**src/rtl/gpio_bcd_display.sv**
```systemverilog
// gpio_bcd_display: converts the CPU GPIO output value to decimal with a
// sequential double-dabble engine and drives eight active-low seven-segment
// digits (gfedcba). Re-converts whenever the GPIO value changes and flags
// values that need more than eight decimal digits.
module gpio_bcd_display #(
  parameter int WIDTH    = 32,
  parameter bit BLANK_LZ = 1'b1
) (
  input  logic             clk,
  input  logic             rst_n,
  input  logic [WIDTH-1:0] gpio_in,
  output logic [6:0]       hex0,
  output logic [6:0]       hex1,
  output logic [6:0]       hex2,
  output logic [6:0]       hex3,
  output logic [6:0]       hex4,
  output logic [6:0]       hex5,
  output logic [6:0]       hex6,
  output logic [6:0]       hex7,
  output logic             busy,
  output logic             ovf
);

  typedef enum logic [1:0] {
    IDLE  = 2'd0,
    SHIFT = 2'd1,
    LATCH = 2'd2
  } state_e;

  localparam logic [6:0] SEG_BLANK = 7'b1111111;
  localparam logic [6:0] SEG_ZERO  = 7'b1000000;
  // Upper digits come out of reset blank or as "0" depending on blanking mode.
  localparam logic [6:0] SEG_UPPER_RST = BLANK_LZ ? SEG_BLANK : SEG_ZERO;
  localparam logic [4:0] LAST_CNT  = 5'(WIDTH - 1);

  // Active-low seven-segment pattern for one BCD digit; 10..15 go dark.
  function automatic logic [6:0] seg7(input logic [3:0] d);
    logic [6:0] s;
    case (d)
      4'd0:    s = 7'b1000000;
      4'd1:    s = 7'b1111001;
      4'd2:    s = 7'b0100100;
      4'd3:    s = 7'b0110000;
      4'd4:    s = 7'b0011001;
      4'd5:    s = 7'b0010010;
      4'd6:    s = 7'b0000010;
      4'd7:    s = 7'b1111000;
      4'd8:    s = 7'b0000000;
      4'd9:    s = 7'b0010000;
      default: s = 7'b1111111;
    endcase
    return s;
  endfunction

  // Double-dabble correction: add 3 to every nibble that is 5 or more.
  function automatic logic [39:0] add3_all(input logic [39:0] b);
    logic [39:0] r;
    r = b;
    for (int i = 0; i < 10; i++) begin
      if (b[4*i +: 4] >= 4'd5) begin
        r[4*i +: 4] = b[4*i +: 4] + 4'd3;
      end else begin
        r[4*i +: 4] = b[4*i +: 4];
      end
    end
    return r;
  endfunction

  state_e                 state_q, state_d;
  logic [WIDTH-1:0]       bin_sr_q, bin_sr_d;
  logic [39:0]            bcd_sr_q, bcd_sr_d;
  logic [4:0]             cnt_q, cnt_d;
  logic [WIDTH-1:0]       shown_val_q, shown_val_d;
  logic                   busy_q, busy_d;
  logic                   ovf_q, ovf_d;
  logic [7:0][6:0]        hex_q, hex_d;
  logic [39:0]            bcd_adj;
  logic                   zero_run;
  logic                   ovf_now;

  // State and datapath registers with asynchronous reset.
  always_ff @(posedge clk or negedge rst_n) begin
    if (!rst_n) begin
      state_q     <= IDLE;
      bin_sr_q    <= '0;
      bcd_sr_q    <= 40'd0;
      cnt_q       <= 5'd0;
      shown_val_q <= '0;
      busy_q      <= 1'b0;
      ovf_q       <= 1'b0;
      hex_q[0]    <= SEG_ZERO;
      for (int n = 1; n < 8; n++) begin
        hex_q[n] <= SEG_UPPER_RST;
      end
    end else begin
      state_q     <= state_d;
      bin_sr_q    <= bin_sr_d;
      bcd_sr_q    <= bcd_sr_d;
      cnt_q       <= cnt_d;
      shown_val_q <= shown_val_d;
      busy_q      <= busy_d;
      ovf_q       <= ovf_d;
      hex_q       <= hex_d;
    end
  end

  // Next-state logic: capture on change, shift WIDTH steps, then latch digits.
  always_comb begin
    state_d     = state_q;
    bin_sr_d    = bin_sr_q;
    bcd_sr_d    = bcd_sr_q;
    cnt_d       = cnt_q;
    shown_val_d = shown_val_q;
    busy_d      = busy_q;
    ovf_d       = ovf_q;
    hex_d       = hex_q;
    bcd_adj     = 40'd0;
    zero_run    = 1'b1;
    ovf_now     = 1'b0;
    case (state_q)
      IDLE: begin
        if (gpio_in != shown_val_q) begin
          bin_sr_d    = gpio_in;
          shown_val_d = gpio_in;
          bcd_sr_d    = 40'd0;
          cnt_d       = 5'd0;
          busy_d      = 1'b1;
          state_d     = SHIFT;
        end else begin
          state_d = IDLE;
        end
      end
      SHIFT: begin
        bcd_adj  = add3_all(bcd_sr_q);
        bcd_sr_d = {bcd_adj[38:0], bin_sr_q[WIDTH-1]};
        bin_sr_d = {bin_sr_q[WIDTH-2:0], 1'b0};
        cnt_d    = cnt_q + 5'd1;
        if (cnt_q == LAST_CNT) begin
          state_d = LATCH;
        end else begin
          state_d = SHIFT;
        end
      end
      LATCH: begin
        ovf_now  = |bcd_sr_q[39:32];
        hex_d[0] = seg7(bcd_sr_q[3:0]);
        // Walk from the top digit down; a digit blanks while all above are zero.
        for (int n = 7; n >= 1; n--) begin
          zero_run = zero_run & (bcd_sr_q[4*n +: 4] == 4'd0);
          if (BLANK_LZ && !ovf_now && zero_run) begin
            hex_d[n] = SEG_BLANK;
          end else begin
            hex_d[n] = seg7(bcd_sr_q[4*n +: 4]);
          end
        end
        ovf_d   = ovf_now;
        busy_d  = 1'b0;
        state_d = IDLE;
      end
      default: begin
        state_d = IDLE;
        busy_d  = 1'b0;
      end
    endcase
  end

  assign hex0 = hex_q[0];
  assign hex1 = hex_q[1];
  assign hex2 = hex_q[2];
  assign hex3 = hex_q[3];
  assign hex4 = hex_q[4];
  assign hex5 = hex_q[5];
  assign hex6 = hex_q[6];
  assign hex7 = hex_q[7];
  assign busy = busy_q;
  assign ovf  = ovf_q;

endmodule

```
**config.mk**
```make
export PLATFORM = sky130hd
export DESIGN_NAME = gpio_bcd_display
export DESIGN_NICKNAME = d
export VERILOG_FILES = /design/src/rtl/gpio_bcd_display.sv
export SDC_FILE = /design/constraint.sdc
export NUM_CORES = 1
export LEC_CHECK = 0
export CAP_MARGIN = 20
export CELL_PAD_IN_SITES_DETAIL_PLACEMENT = 0
export CELL_PAD_IN_SITES_GLOBAL_PLACEMENT = 1
export CORE_MARGIN = 1.5
export CORE_UTILIZATION = 35
export DETAILED_ROUTE_END_ITERATION = 16
export GPL_ROUTABILITY_DRIVEN = 0
export PLACE_DENSITY = 0.71
export SLEW_MARGIN = 20
export SYNTH_ARGS = -nofsm -noshare
export SYNTH_HDL_FRONTEND = slang
export SYNTH_SLANG_ARGS = --single-unit
```
**constraint.sdc**
```tcl
create_clock -name clk -period 5.08 [get_ports clk]
set_input_delay 1.016 -clock clk [delete_from_list [all_inputs] [get_ports clk]]
set_output_delay 1.016 -clock clk [all_outputs]
set_load 0.1 [all_outputs]
```
==> results.md <==
* Finished layout cell area at 10,900 sq um
* Final setup fails at 0
* Clk root buf: clkbuf_16
* Storage cell area at 4290 sq um
* Final WL at about 21,000 microns
* TritonRoute pass-1 iters at 4
* Slew headroom at 0.309
* Number of synthesized register bits at approximately 170
* Outcome: completed
* Syn Nets at about 990
* Synth area leader: dfrtp_1
* Die Area at between 20,000 and 30,000 sq um
* Initial DRC count at 490
* Max VDD drop at just over 0.0005 V
* Netlist cell types at 60
* H-tree depth at 4
* Initial core utilization at 0.360
* Chip Width at about 160 microns
* Global-route wire length before repair at between 30,000 and 40,000 microns
* Slew @ Worst Pin at approximately 1.0 ns
* Post-DR vias/cell at ~5.2
* Initial antenna violation count at 0
* Synth top cells by count: dfrtp_1 (119), nor2_1 (79), nand2_1 (70), a21oi_1 (67), o21ai_0 (52)
* Top delay family on crit path: buffers and inverters
* CTS buffer count at 17
* Max incr delay on CP at 1.16 ns
* Inst Count DP at about 1.3k
* Slowest CP cell: clkdlybuf4s50_1
* Syn avg cell area at roughly 10 sq um
* Final std cells w/o fill at ~1.3k
* Pin count of the biggest net entering global routing at ~150
* Post-CTS sizing at 0
* Placement Cell Area at 10,300 sq um
* Final Hold Vio Count at 0
* I/O pins at 92
* Port bufs at 91
* Post-Syn Area at about 9100 sq um
* Share of cells above drive strength 1 at 0.141
* Final Max Tran Viols at 0
* Fin util at 0.430
* CP cell instances: clkdlybuf4s50_1
* Leak at 4.56 nW
* Die span in y at 165 microns
* Setup Fix Bufs, Post-CTS at 0
* Setup TNS at 0 ns
* Ranking of synthesized cells by area: dfrtp_1 (33%), dfstp_2 (14%), ha_1 (6.9%)
* Fin nets at about 1.1k
* Worst Hold Class: reg -> reg
* Buf+Inv Stages, Crit Path at 1
* PwrDens at ~530 nW/um^2
* Post-layout worst setup margin at 1.93 ns
* Data required, critical path at approximately 4 ns
* Crit. End Element: primary output
* Max_cap viols at 0
* Clock skew at approximately 0.023 ns
* Post-place setup slack at around 1.6 ns
* Area of the core at around 25,000 sq um
* Peak Freq at ~320 MHz
* RSZ-0062 raised after global routing: no
* # DRC at 0
* ANT nets after route at 0
* GRT Util Overall at 0.162
* CTS tree: done
* Routed wire per std cell at approximately 16 microns
* Vias in the first global route at ~6.7k
* Congestion Overflow GR at 0
* ANT cells at 0
* Ys Warns at 0
* Critical Path Source Type: register
* Count leader, synth: dfrtp_1
* Yosys top cell area share at 0.326
* Tmin final at 3.15 ns
* Register area share after synthesis at 0.470
* Asr flop ratio synth at 1.00
* Worst skew pair latency at roughly 0.44 ns
* Sink Count at approximately 170
* Maximum clock insertion buffer count at 2
* Post-DP HPWL at between 10,000 and 15,000 microns
* Crit path kind: reg -> out
* # fillers at 2,485
* Synthesis-to-finish area growth at 19.5%
* Arrival time worst endpoint at approximately 2.1 ns
* Hold Buf Count CTS at 0
* DR vias at 6,806
* Main synth FF type: dfrtp_1
* Synthesized instance count at roughly 910
* Critical path peak fanout at 2
* Area used by multi-input combinational logic at around 4400 sq um
* Post-synth EDFFs at 0
* Row Count at just under 60
* Period utilization at 0.619
* Worst-path clk slew at around 0.070 ns
stage by stage:
step	hold slack (ns)	total power, W
3_3_place_gp	0.467	0.00446
5_1_grt	0.507	0.00602
4_1_cts	0.489	0.00585
6_report	0.481	0.00578
3_5_place_dp	0.478	0.00448
2_1_floorplan	0.450	0.00391
where the power goes:
group / total, W / leakage (nW) / internal [W] / switching, W
Combinational: 0.00252 / 2.25 / 0.000591 / 0.00193
Sequential: 0.00190 / 2.01 / 0.00174 / 0.000162
Clock: 0.00135 / 0.305 / 0.000686 / 0.000668
Total: 0.00578 / 4.56 / 0.00302 / 0.00276
final cells by class:
type | count | share of cell area
clock buffer | 17 | 0.0390
tap | 330 | 0.0378
multi-input combinational | 631 | 0.401
inverter | 52 | 0.0179
sequential | 169 | 0.393
timing repair buffer | 101 | 0.0916
clock inverter | 15 | 0.0194
cells by family (layout without fill, tap and decap cells):
group                    after synthesis  count (layout)  synth area share
AO/OA/AOI/OAI                        268             268             0.199
AND/OR/NAND/NOR                      230             230             0.120
flip-flops                           169             169             0.470
buffers and inverters                108             185            0.0518
adder cells (fa/ha/maj)               50              50            0.0685
XOR/XNOR                              44              44            0.0422
multiplexers                          39              39            0.0491
layer usage:
layer / global-route usage / part of all wire / vias to the layer above
met5: 0 / 0 / -
met4: 0.0414 / 0.0067 / 0
met3: 0.0279 / 0.030 / 9
met1: 0.226 / 0.49 / 3324
li1: - / - / 3383
met2: 0.262 / 0.47 / 90
registers in the layout, summed over array words and instances, names as in the netlist:
| name | cells |
|---|---|
| hex4 | 7 |
| cnt_q | 5 |
| hex1 | 7 |
| hex6 | 7 |
| hex0 | 7 |
| bcd_sr_q | 40 |
| bin_sr_q | 32 |
| ovf | 1 |
| hex7 | 7 |
| shown_val_q | 32 |
| hex2 | 7 |
| hex5 | 7 |
| hex3 | 7 |
| busy | 1 |
| state_q | 2 |
cell usage in the layout (no fill, tap or decap), types with 21 or more instances in the layout:
cell	instances
xnor2_1	43
nor2_1	78
nand2_1	69
dfrtp_1	118
ha_1	50
and3_1	34
o22a_1	21
a221o_1	31
inv_1	50
mux2_2	30
dfstp_2	50
clkdlybuf4s50_1	90
a21oi_1	67
o22ai_1	28
o21ai_0	52
final timing paths:
path | startpoint | end | slack, ns | depth (start not counted)
max in group asynchronous | rst_n | bcd_sr_q[21] | 3.50 | 2
max reg2reg | state_q[0] | bcd_sr_q[15] | 2.57 | 3
max | hex6[6] | hex6[6] | 1.93 | 1
min | hex0[3] | hex0[3] | 0.48 | 2
min reg2reg | hex0[3] | hex0[3] | 0.48 | 2
min in group asynchronous | rst_n | hex3[0] | 0.63 | 1
Power figures use the tool's default switching activity.
